==> src/rtl/i2c_defs.sv <==
// Shared definitions for the I2C receive front end and the command processor.
package i2c_defs;

  // Receive FSM state encodings.
  typedef enum logic [2:0] {
    ST_IDLE     = 3'd0,
    ST_ADDR     = 3'd1,
    ST_ADDR_ACK = 3'd2,
    ST_DATA     = 3'd3,
    ST_DATA_ACK = 3'd4,
    ST_IGNORE   = 3'd5
  } i2c_state_e;

  // Address this slave answers to unless overridden at instantiation.
  localparam logic [6:0] DEFAULT_SLAVE_ADDR = 7'h42;

  // Command IDs understood by the command processor.
  localparam logic [7:0] CMD_CIRCLE       = 8'd1;
  localparam logic [7:0] CMD_ELLIPSE      = 8'd2;
  localparam logic [7:0] CMD_LINE_DRAW    = 8'd4;
  localparam logic [7:0] CMD_TEST_PATTERN = 8'd8;
  localparam logic [7:0] CMD_SOFT_RESET   = 8'd16;

endpackage

==> src/rtl/byte_fifo.sv <==
// Small synchronous FIFO. DEPTH must be a power of 2 so the pointers wrap
// naturally. A push into a full FIFO is dropped even when a pop happens in
// the same cycle. While empty, data_o holds the last entry popped.
module byte_fifo #(
  parameter int WIDTH = 8,
  parameter int DEPTH = 4,
  localparam int AW = $clog2(DEPTH),
  localparam int CW = AW + 1
) (
  input  logic             clk,
  input  logic             rst_,
  input  logic             push_i,
  input  logic [WIDTH-1:0] data_i,
  input  logic             pop_i,
  output logic [WIDTH-1:0] data_o,
  output logic             full_o,
  output logic             empty_o,
  output logic [CW-1:0]    count_o
);

  logic [WIDTH-1:0] mem_q [DEPTH];
  logic [AW-1:0]    wr_ptr_q;
  logic [AW-1:0]    rd_ptr_q;
  logic [CW-1:0]    count_q;
  logic [WIDTH-1:0] last_q;
  logic             do_push;
  logic             do_pop;

  assign full_o  = (count_q == CW'(DEPTH));
  assign empty_o = (count_q == '0);
  assign count_o = count_q;
  assign do_push = push_i & ~full_o;
  assign do_pop  = pop_i & ~empty_o;
  assign data_o  = empty_o ? last_q : mem_q[rd_ptr_q];

  // Storage, pointers and occupancy count.
  always_ff @(posedge clk or negedge rst_) begin
    if (!rst_) begin
      for (int i = 0; i < DEPTH; i++) mem_q[i] <= '0;
      wr_ptr_q <= '0;
      rd_ptr_q <= '0;
      count_q  <= '0;
      last_q   <= '0;
    end else begin
      if (do_push) begin
        mem_q[wr_ptr_q] <= data_i;
        wr_ptr_q        <= wr_ptr_q + 1'b1;
      end
      if (do_pop) begin
        last_q   <= mem_q[rd_ptr_q];
        rd_ptr_q <= rd_ptr_q + 1'b1;
      end
      case ({do_push, do_pop})
        2'b10:   count_q <= count_q + 1'b1;
        2'b01:   count_q <= count_q - 1'b1;
        default: count_q <= count_q;
      endcase
    end
  end

endmodule

==> src/rtl/i2c_slave_rx.sv <==
// Write-only I2C slave: synchronizes SCL/SDA, matches the 7-bit address,
// ACKs data bytes into a FIFO and latches the first byte of each write as cmd.
// Output handshake: a byte transfers in every cycle where out_rts and out_rtr
// are both high; out_data is only meaningful while out_rts is high.
module i2c_slave_rx
  import i2c_defs::*;
#(
  parameter logic [6:0] SLAVE_ADDR  = DEFAULT_SLAVE_ADDR,
  parameter int         FIFO_DEPTH  = 4,
  parameter int         SYNC_STAGES = 2
) (
  input  logic                        clk,
  input  logic                        rst_,
  input  logic                        scl_in,
  input  logic                        sda_in,
  output logic                        sda_oe,
  output logic                        out_rts,
  input  logic                        out_rtr,
  output logic [7:0]                  out_data,
  output logic [7:0]                  cmd,
  output logic                        busy,
  output logic                        overflow,
  input  logic                        ovf_clr,
  output i2c_state_e                  state_o,
  output logic [$clog2(FIFO_DEPTH):0] fifo_cnt_o
);

  logic [SYNC_STAGES-1:0] scl_sync_q;
  logic [SYNC_STAGES-1:0] sda_sync_q;
  logic                   scl_prev_q;
  logic                   sda_prev_q;
  logic                   scl_s;
  logic                   sda_s;
  logic                   scl_rise;
  logic                   scl_fall;
  logic                   start_det;
  logic                   stop_det;

  i2c_state_e state_q;
  logic [2:0] bit_cnt_q;
  logic       byte_rdy_q;
  logic [7:0] shift_q;
  logic       sda_oe_q;
  logic       first_q;
  logic [7:0] cmd_q;
  logic       busy_q;
  logic       ovf_q;

  logic       fifo_full;
  logic       fifo_empty;
  logic       push_w;

  // Synchronizers plus one history flop per line; the bus idles high.
  always_ff @(posedge clk or negedge rst_) begin
    if (!rst_) begin
      scl_sync_q <= '1;
      sda_sync_q <= '1;
      scl_prev_q <= 1'b1;
      sda_prev_q <= 1'b1;
    end else begin
      scl_sync_q <= {scl_sync_q[SYNC_STAGES-2:0], scl_in};
      sda_sync_q <= {sda_sync_q[SYNC_STAGES-2:0], sda_in};
      scl_prev_q <= scl_sync_q[SYNC_STAGES-1];
      sda_prev_q <= sda_sync_q[SYNC_STAGES-1];
    end
  end

  assign scl_s     = scl_sync_q[SYNC_STAGES-1];
  assign sda_s     = sda_sync_q[SYNC_STAGES-1];
  assign scl_rise  = scl_s & ~scl_prev_q;
  assign scl_fall  = ~scl_s & scl_prev_q;
  assign start_det = scl_s & scl_prev_q & sda_prev_q & ~sda_s;
  assign stop_det  = scl_s & scl_prev_q & ~sda_prev_q & sda_s;

  // A completed data byte is pushed on the falling edge that ends its 8th bit.
  assign push_w = (state_q == ST_DATA) & scl_fall & byte_rdy_q & ~fifo_full;

  // Protocol FSM; START/STOP take priority over whatever state we are in.
  always_ff @(posedge clk or negedge rst_) begin
    if (!rst_) begin
      state_q    <= ST_IDLE;
      bit_cnt_q  <= '0;
      byte_rdy_q <= 1'b0;
      shift_q    <= '0;
      sda_oe_q   <= 1'b0;
      first_q    <= 1'b0;
      cmd_q      <= '0;
      busy_q     <= 1'b0;
      ovf_q      <= 1'b0;
    end else begin
      if (ovf_clr) ovf_q <= 1'b0;
      if (start_det) begin
        state_q    <= ST_ADDR;
        bit_cnt_q  <= '0;
        byte_rdy_q <= 1'b0;
        sda_oe_q   <= 1'b0;
        first_q    <= 1'b0;
        busy_q     <= 1'b1;
      end else if (stop_det) begin
        state_q    <= ST_IDLE;
        bit_cnt_q  <= '0;
        byte_rdy_q <= 1'b0;
        sda_oe_q   <= 1'b0;
        busy_q     <= 1'b0;
      end else begin
        case (state_q)
          ST_ADDR, ST_DATA: begin
            if (scl_fall && byte_rdy_q) begin
              byte_rdy_q <= 1'b0;
              if (state_q == ST_ADDR) begin
                if (shift_q[7:1] == SLAVE_ADDR && !shift_q[0]) begin
                  state_q  <= ST_ADDR_ACK;
                  sda_oe_q <= 1'b1;
                  first_q  <= 1'b1;
                end else begin
                  state_q <= ST_IGNORE;
                end
              end else begin
                state_q <= ST_DATA_ACK;
                if (!fifo_full) begin
                  sda_oe_q <= 1'b1;
                  if (first_q) begin
                    cmd_q   <= shift_q;
                    first_q <= 1'b0;
                  end
                end else begin
                  sda_oe_q <= 1'b0;
                  ovf_q    <= 1'b1;
                end
              end
            end else if (scl_rise && !byte_rdy_q) begin
              shift_q   <= {shift_q[6:0], sda_s};
              bit_cnt_q <= bit_cnt_q + 3'd1;
              if (bit_cnt_q == 3'd7) byte_rdy_q <= 1'b1;
            end
          end
          ST_ADDR_ACK, ST_DATA_ACK: begin
            if (scl_fall) begin
              state_q   <= ST_DATA;
              sda_oe_q  <= 1'b0;
              bit_cnt_q <= '0;
            end
          end
          default: ;
        endcase
      end
    end
  end

  byte_fifo #(
    .WIDTH (8),
    .DEPTH (FIFO_DEPTH)
  ) u_fifo (
    .clk     (clk),
    .rst_    (rst_),
    .push_i  (push_w),
    .data_i  (shift_q),
    .pop_i   (out_rtr),
    .data_o  (out_data),
    .full_o  (fifo_full),
    .empty_o (fifo_empty),
    .count_o (fifo_cnt_o)
  );

  assign out_rts  = ~fifo_empty;
  assign sda_oe   = sda_oe_q;
  assign cmd      = cmd_q;
  assign busy     = busy_q;
  assign overflow = ovf_q;
  assign state_o  = state_q;

endmodule

==> config.mk <==
export PLATFORM = sky130hd
export DESIGN_NAME = i2c_slave_rx
export DESIGN_NICKNAME = d
export VERILOG_FILES = /design/src/rtl/i2c_defs.sv /design/src/rtl/byte_fifo.sv /design/src/rtl/i2c_slave_rx.sv
export SDC_FILE = /design/constraint.sdc
export NUM_CORES = 1
export LEC_CHECK = 0
export BUFFER_PORTS_ARGS = -buffer_cell sky130_fd_sc_hd__buf_2
export CAP_MARGIN = 20
export CORE_MARGIN = 1
export CORE_UTILIZATION = 40
export CTS_CLUSTER_SIZE = 14
export DETAILED_ROUTE_END_ITERATION = 16
export HOLD_SLACK_MARGIN = 0.08
export SYNTH_ARGS = -nofsm -noshare
export SYNTH_HDL_FRONTEND = slang
export SYNTH_SLANG_ARGS = --single-unit
==> constraint.sdc <==
create_clock -name clk -period 3.23 [get_ports clk]
set_input_delay 0.1615 -clock clk [delete_from_list [all_inputs] [get_ports clk]]
set_output_delay 0.1615 -clock clk [all_outputs]
set_load 0.005 [all_outputs]
==> results of run 1 <==
[how the worst min path moves through the flow]
stage | start | end | slack, ns | cells after the start
3_5_place_dp | sda_in | sda_sync_q[0] | 0.27 | 1
5_1_grt | rst_ | u_fifo.mem_q[10] | 0.24 | 2
6_report | rst_ | u_fifo.mem_q[10] | 0.23 | 2
3_3_place_gp | sda_in | sda_sync_q[0] | 0.27 | 1
2_1_floorplan | rst_ | bit_cnt_q[0] | -0.13 | 0
4_1_cts | sda_sync_q[0] | sda_sync_q[1] | 0.36 | 0
[sequential cells by signal (all words and copies together), names as in the netlist, 2 cells and up]
register and flops:
u_fifo.mem_q 32, sda_sync_q 2, u_fifo.rd_ptr_q 2, u_fifo.count_o 3, scl_sync_q 2, bit_cnt_q 3, cmd 8, shift_q 8
state_o 3, u_fifo.wr_ptr_q 2, u_fifo.last_q 8
[routing by layer]
layer,global-route usage (%),wire length (um),up-vias
met3,5.16,216,8
li1,-,-,970
met2,23.8,3000,26
met4,4.78,91,0
met5,0,0,-
met1,24.0,3360,1061
[power by group through the flow]
stage | clock, mW | combinational, mW | sequential [mW]
after CTS | 0.794 | 0.280 | 1.18
after floorplan | 0 | 0.246 | 1.12
after detailed placement | 0 | 0.275 | 1.19
final | 0.762 | 0.277 | 1.17
after global routing | 0.828 | 0.317 | 1.20
after global placement | 0 | 0.272 | 1.19
[Yosys cell counts (all sizes together)]
master  count  area [sq um]
buf         3          21.3
dfstp       6           158
a21oi       3          15.0
and4bb      1          12.5
and2        2          12.5
or3b        1          8.76
and4        1          8.76
a22o        2          17.5
a211oi      2          15.0
a31oi       1          6.26
o21ai       5          25.0
a21o        1          7.51
nand2b      3          18.8
nor4b       2          17.5
nor2        9          33.8
o31a        1          8.76
mux2i       2          20.0
o21a        1          7.51
nor2b       2          12.5
nor3b       3          33.8
dfrtp      74          1850
mux4        8           180
o31ai       2          15.0
xor2        3          26.3
ha          7          87.6
and3        1          6.26
o32ai       1          8.76
mux2       65           732
xnor2       5          43.8
clkbuf      3          11.3
o211ai      1          7.51
inv         8          30.0
nor3        3          15.0
fa          1          20.0
or3         1          6.26
or2b        1          7.51
nand2       9          43.8
nand3       2          10.0
[cell type report]
class	count	area [sq um]	area share [%]
Clock buffer	12	155	3.79
Clock inverter	4	52.6	1.28
Inverter	8	30.0	0.733
Multi-Input combinational cell	152	1490	36.4
Sequential cell	80	2010	49.0
Tap cell	108	135	3.30
Timing Repair Buffer	36	225	5.49
[repair_timing]
action / CTS / global route
buffers inserted: 0 / 0
endpoints found under the hold margin: 77 / 0
hold buffers: 4 / 0
[cell families after synthesis]
| logic type | Yosys count | share of synthesized area, % |
|---|---|---|
| adders and majority gates | 8 | 3.02 |
| and+or+nand+nor | 41 | 6.95 |
| AOI/OAI and AO/OA | 20 | 3.76 |
| muxes | 75 | 26.2 |
| DFF | 80 | 56.4 |
| buffers and inverters | 14 | 1.76 |
| xor gates and xnor gates | 8 | 1.97 |
[metrics by stage]
stage	cell area, sq um	util [%]
2_1_floorplan	3560	-
3_3_place_gp	3820	44.1
3_5_place_dp	3820	44.1
4_1_cts	4070	46.9
5_1_grt	4100	47.2
6_report	4100	47.2
[cells in the final DEF (no fill, tap or decap), types with 3 or more instances in the layout]
cell and count:
ha_1 7, inv_1 7, xnor2_1 5, dfrtp_1 74
clkinvlp_4 3, mux2_2 65, dlygate4sd3_1 4, nor3_1 3
nand2_2 4, nand2b_1 3, clkbuf_8 11, nor2_1 9
o21ai_0 5, a21oi_1 3, buf_2 30, dfstp_2 6
nand2_1 5, xor2_1 3, mux4_2 8
[worst reg2reg max path, stage by stage (launching register included)]
cell and delay, ns:
dfrtp_1 0.42, or3_1 0.41, and2_1 0.54, ha_1 0.27, inv_1 0.06, fa_1 0.37
xor2_1 0.15, nor2_1 0.11, xor2_1 0.14
==> results_dict.tcl, run 1 <==
set metrics [dict create \
    power.leakage_nw 2.04 \
    arrival_ns 2.82 \
    gp_congestion 0.755 \
    syn_nets 260 \
    clock_sinks 80 \
    p_per_area_mw_per_mm2 539 \
    start_util_pct 41.1 \
    period_share_pct 78.7 \
    numCtsBuffers 9 \
    post-place-cells 379 \
    ys_seq_area_share_pct 56.4 \
    path_common_cell "xor2_1" \
    routed_wl_um 6670 \
    whs_ns 0.230 \
    grt_usage_pct 16.5 \
    cts_max_level 3 \
    wire_per_inst_um 16.7 \
    nets 301 \
    crit_fanout 11 \
    p_comb_share_pct 12.5 \
    setup_ws_ns 0.688 \
    avgSynthCellArea_sq_um 14.5 \
    power_frac_clock_pct 34.5 \
    synthDistinctLibCells 42 \
    slew_viol_final 0 \
    drtPass1Iterations 4 \
    power.total_mw 2.21 \
    power.share.switching_pct 27.2 \
    cts_root_buffer "clkbuf_8" \
    final_antenna_net_count 0 \
    fin_crit_ns 2.54 \
    die_area_sq_mm 0.00929 \
    clk_pin_slew_ns 0.08 \
    maxCapViolCount 0 \
    power.switching_mw 0.601 \
    crit_required_ns 3.51 \
    r2r_cells 8 \
    start_kind "flop" \
    r2r_end "u_fifo.count_o[2]" \
    endpoint "u_fifo.count_o[2]" \
    path_class "reg -> reg" \
    grt_max_degree 81 \
    status "finished clean" \
    drive_gt1_share_pct 45.5 \
    fin_cells 400 \
    dieWidth_um 96.4 \
    critPathTopFamily "simple AND/OR/NAND/NOR gates" \
    internal_power_mw 1.61 \
    fillers 798 \
    dp_hpwl_um 4380 \
    port_buffers 31 \
    io_pins 32 \
    rrSetupSlack_ns 0.69 \
    tns_ns 0 \
    syn_area_sq_mm 0.00356 \
    tightest_slew_ns 0.687 \
    setup_violations 0 \
    cts_tree "yes" \
    finClkSkew_ns 0.00674 \
    drt_iter0_drc 115 \
    grt_pass1_wl_um 11100 \
    reg2reg_from "u_fifo.count_o[0]" \
    crit_slowest_cell "and2_1" \
    synth_warnings 0 \
    die_y_um 96.4 \
    cts_resized 0 \
    coreArea_sq_mm 0.00868 \
    grt_setup_unrepaired "no" \
    cp.depth 8 \
    fp-row-count 34 \
    drc 0 \
    crit_start "u_fifo.count_o[0]" \
    viasPerCell 5.16 \
    synth_cells 246 \
    crit_buf_inv 1 \
    power_frac_seq_pct 53.0 \
    cts.path.max_buffers 2 \
    antenna_found_initial 0 \
    clkLatencyLatePin_ns 0.35 \
    slowest_delay_ns 0.54 \
    pre_cts_ws_ns 0.692 \
    hold_viol 0 \
    vias 2065 \
    fmax_mhz 393 \
    end_kind "flop" \
    peakVddDrop_v 0.000262 \
    grt-ovfl-total 0 \
    grt_pass1_vias 2078 \
    hold_path.class "in -> async" \
    slew_headroom_pct 54.1 \
    antennaDiodeCount 0 \
    synth_seq_cells 80 \
    path_cells "or3_1 > and2_1 > ha_1 > inv_1 > fa_1 > xor2_1 > nor2_1 > xor2_1" \
    areaGrowthSynthToFinish_pct 15.0 \
]
No activity file was read; power rests on OpenSTA's default activity.
==> inputs of run 2 (changes only) <==
==> constraint.sdc (replaced) <==
create_clock -name clk -period 2.6 [get_ports clk]
set_input_delay 0.13 -clock clk [delete_from_list [all_inputs] [get_ports clk]]
set_output_delay 0.13 -clock clk [all_outputs]
set_load 0.005 [all_outputs]
==> run 2 against run 1 <==
Core utilization up 0.13 points. Sequential share of layout area down 0.13 points. Via count down 0.58%. Critical endpoint unchanged. Hold slack worse by 0.012 ns. Global-route usage down 1.2 points. Sequential cell count unchanged. Worst setup slack worse by 0.42 ns. Clock power up 9.7%. Power up 20%. Critical path type unchanged. Combinational power up 31%. Maximum frequency up 9.1%. Non-clock buffer count up 5.
==> results_dict.tcl, run 2 (synthesis results as in run 1) <==
set metrics [dict create \
    endpoint "u_fifo.count_o[2]" \
    drtPass1Iterations 4 \
    post-place-cells 384 \
    fmax_mhz 429 \
    routed_wl_um 6490 \
    viasPerCell 5.07 \
    drc 0 \
    hold_viol 0 \
    slowest_delay_ns 0.49 \
    start_kind "flop" \
    cts_tree "yes" \
    grt_pass1_vias 1998 \
    fin_crit_ns 2.33 \
    placed_area_sq_mm 0.00386 \
    crit_fanout 5 \
    grt_usage_pct 15.3 \
    grt_pass1_wl_um 10500 \
    hold_path.class "in -> async" \
    clock_sinks 80 \
    wire_per_inst_um 16.0 \
    status "finished clean" \
    start_util_pct 41.1 \
    dp_hpwl_um 4260 \
    r2r_cells 9 \
    cts_root_buffer "clkbuf_8" \
    fp-row-count 34 \
    cts_max_level 3 \
    fillers 799 \
    reg2reg_from "u_fifo.count_o[0]" \
    rrSetupSlack_ns 0.27 \
    clk_pin_slew_ns 0.09 \
    gp_congestion 0.838 \
    coreArea_sq_mm 0.00868 \
    nets 306 \
    slew_headroom_pct 59.6 \
    io_pins 32 \
    setup_violations 0 \
    clkLatencyLatePin_ns 0.35 \
    slew_viol_final 0 \
    finClkSkew_ns 0.00991 \
    dieWidth_um 96.4 \
    largest_reg_flops 32 \
    mostFrequentLayoutCell "dfrtp_1" \
    most-common-layout-cells "dfrtp_1 (74), mux2_2 (65), buf_2 (30)" \
    path_class "reg -> reg" \
    drt_iter0_drc 54 \
    path_cells "or3b_2 > and4_1 > inv_2 > ha_1 > inv_1 > fa_1 > xor2_1 > nor2_1 > xor2_1" \
    power.leakage_nw 2.05 \
    p_per_area_mw_per_mm2 646 \
    tightest_slew_ns 0.606 \
    die_y_um 96.4 \
    path_common_cell "xor2_1" \
    grt-ovfl-total 0 \
    port_buffers 31 \
    fin_cells 405 \
    grt_max_degree 81 \
    final_antenna_net_count 0 \
    period_share_pct 89.6 \
    crit_slowest_cell "or3b_2" \
    end_kind "flop" \
    numCtsBuffers 9 \
    r2r_end "u_fifo.count_o[2]" \
    peakVddDrop_v 0.000250 \
    vias 2053 \
    arrival_ns 2.60 \
    largest-register "u_fifo.mem_q" \
    power.total_mw 2.65 \
    drive_gt1_share_pct 46.8 \
    maxCapViolCount 0 \
    grt_setup_unrepaired "no" \
    cts.path.max_buffers 2 \
    antenna_found_initial 0 \
    crit_start "u_fifo.count_o[0]" \
    die_area_sq_mm 0.00929 \
    crit_required_ns 2.87 \
    final_cell_area_sq_mm 0.00411 \
    areaGrowthSynthToFinish_pct 15.3 \
    antennaDiodeCount 0 \
    tns_ns 0 \
    whs_ns 0.218 \
]
==> run 2: changes by cell type in the layout (fill, tap and decap cells not counted), sizes merged <==
cell      before  now
buf           32   37
bufinv         1    0
clkbuf        12   10
clkinv         0    1
clkinvlp       3    4
inv            8    9
==> run 2: area by class of cell <==
cell class | count | area [sq um] | area share (%)
clock inverter | 6 | 43.8 | 1.07
sequential | 80 | 2010 | 48.9
inverter | 8 | 30.0 | 0.731
tap | 108 | 135 | 3.29
multi-input combinational | 152 | 1490 | 36.3
clock buffer | 10 | 138 | 3.35
timing repair buffer | 41 | 263 | 6.39
==> run 2: routing by layer <==
metal / GRT usage [%] / part of all wire, % / up-vias
met2: 22.9 / 46 / 29
li1: - / - / 982
met4: 5.15 / 1.2 / 0
met1: 22.1 / 50 / 1034
met5: 0 / 0 / -
met3: 3.36 / 2.9 / 8
==> run 2: metrics by stage <==
step                      worst slack (ns)  utilization (%)
final                                0.270             47.4
after global routing                 0.140             47.4
after CTS                            0.251             47.0
after detailed placement             0.277             44.5
after global placement               0.308             44.5
after floorplan                      0.258                -
==> run 2: power breakdown <==
group,switching [mW],internal (mW)
combinational,0.161,0.203
sequential,0.141,1.31
clock,0.462,0.374
total,0.764,1.89
==> run 2: worst max-delay path, delay by kind of cell (launching register included) <==
family | cells | cell delay [ns]
XOR/XNOR | 2 | 0.30
adder cells (fa/ha/maj) | 2 | 0.55
buffers and inverters | 2 | 0.15
flip-flops | 1 | 0.42
AND/OR/NAND/NOR | 3 | 0.84
==> run 2: worst min path at each step <==
stage,startpoint,end,slack [ns],cells after the start
6_report,rst_,u_fifo.last_q[2],0.22,2
5_1_grt,rst_,u_fifo.last_q[2],0.23,2
4_1_cts,out_rtr,u_fifo.rd_ptr_q[0],0.36,4
3_5_place_dp,sda_in,sda_sync_q[0],0.24,1
3_3_place_gp,sda_in,sda_sync_q[0],0.23,1
2_1_floorplan,rst_,bit_cnt_q[0],-0.17,0
==> run 2: timing repair <==
item	in CTS	in global routing
hold buffers	4	0
buffers inserted	0	0
hold endpoints to repair	77	0
resized for setup	0	0
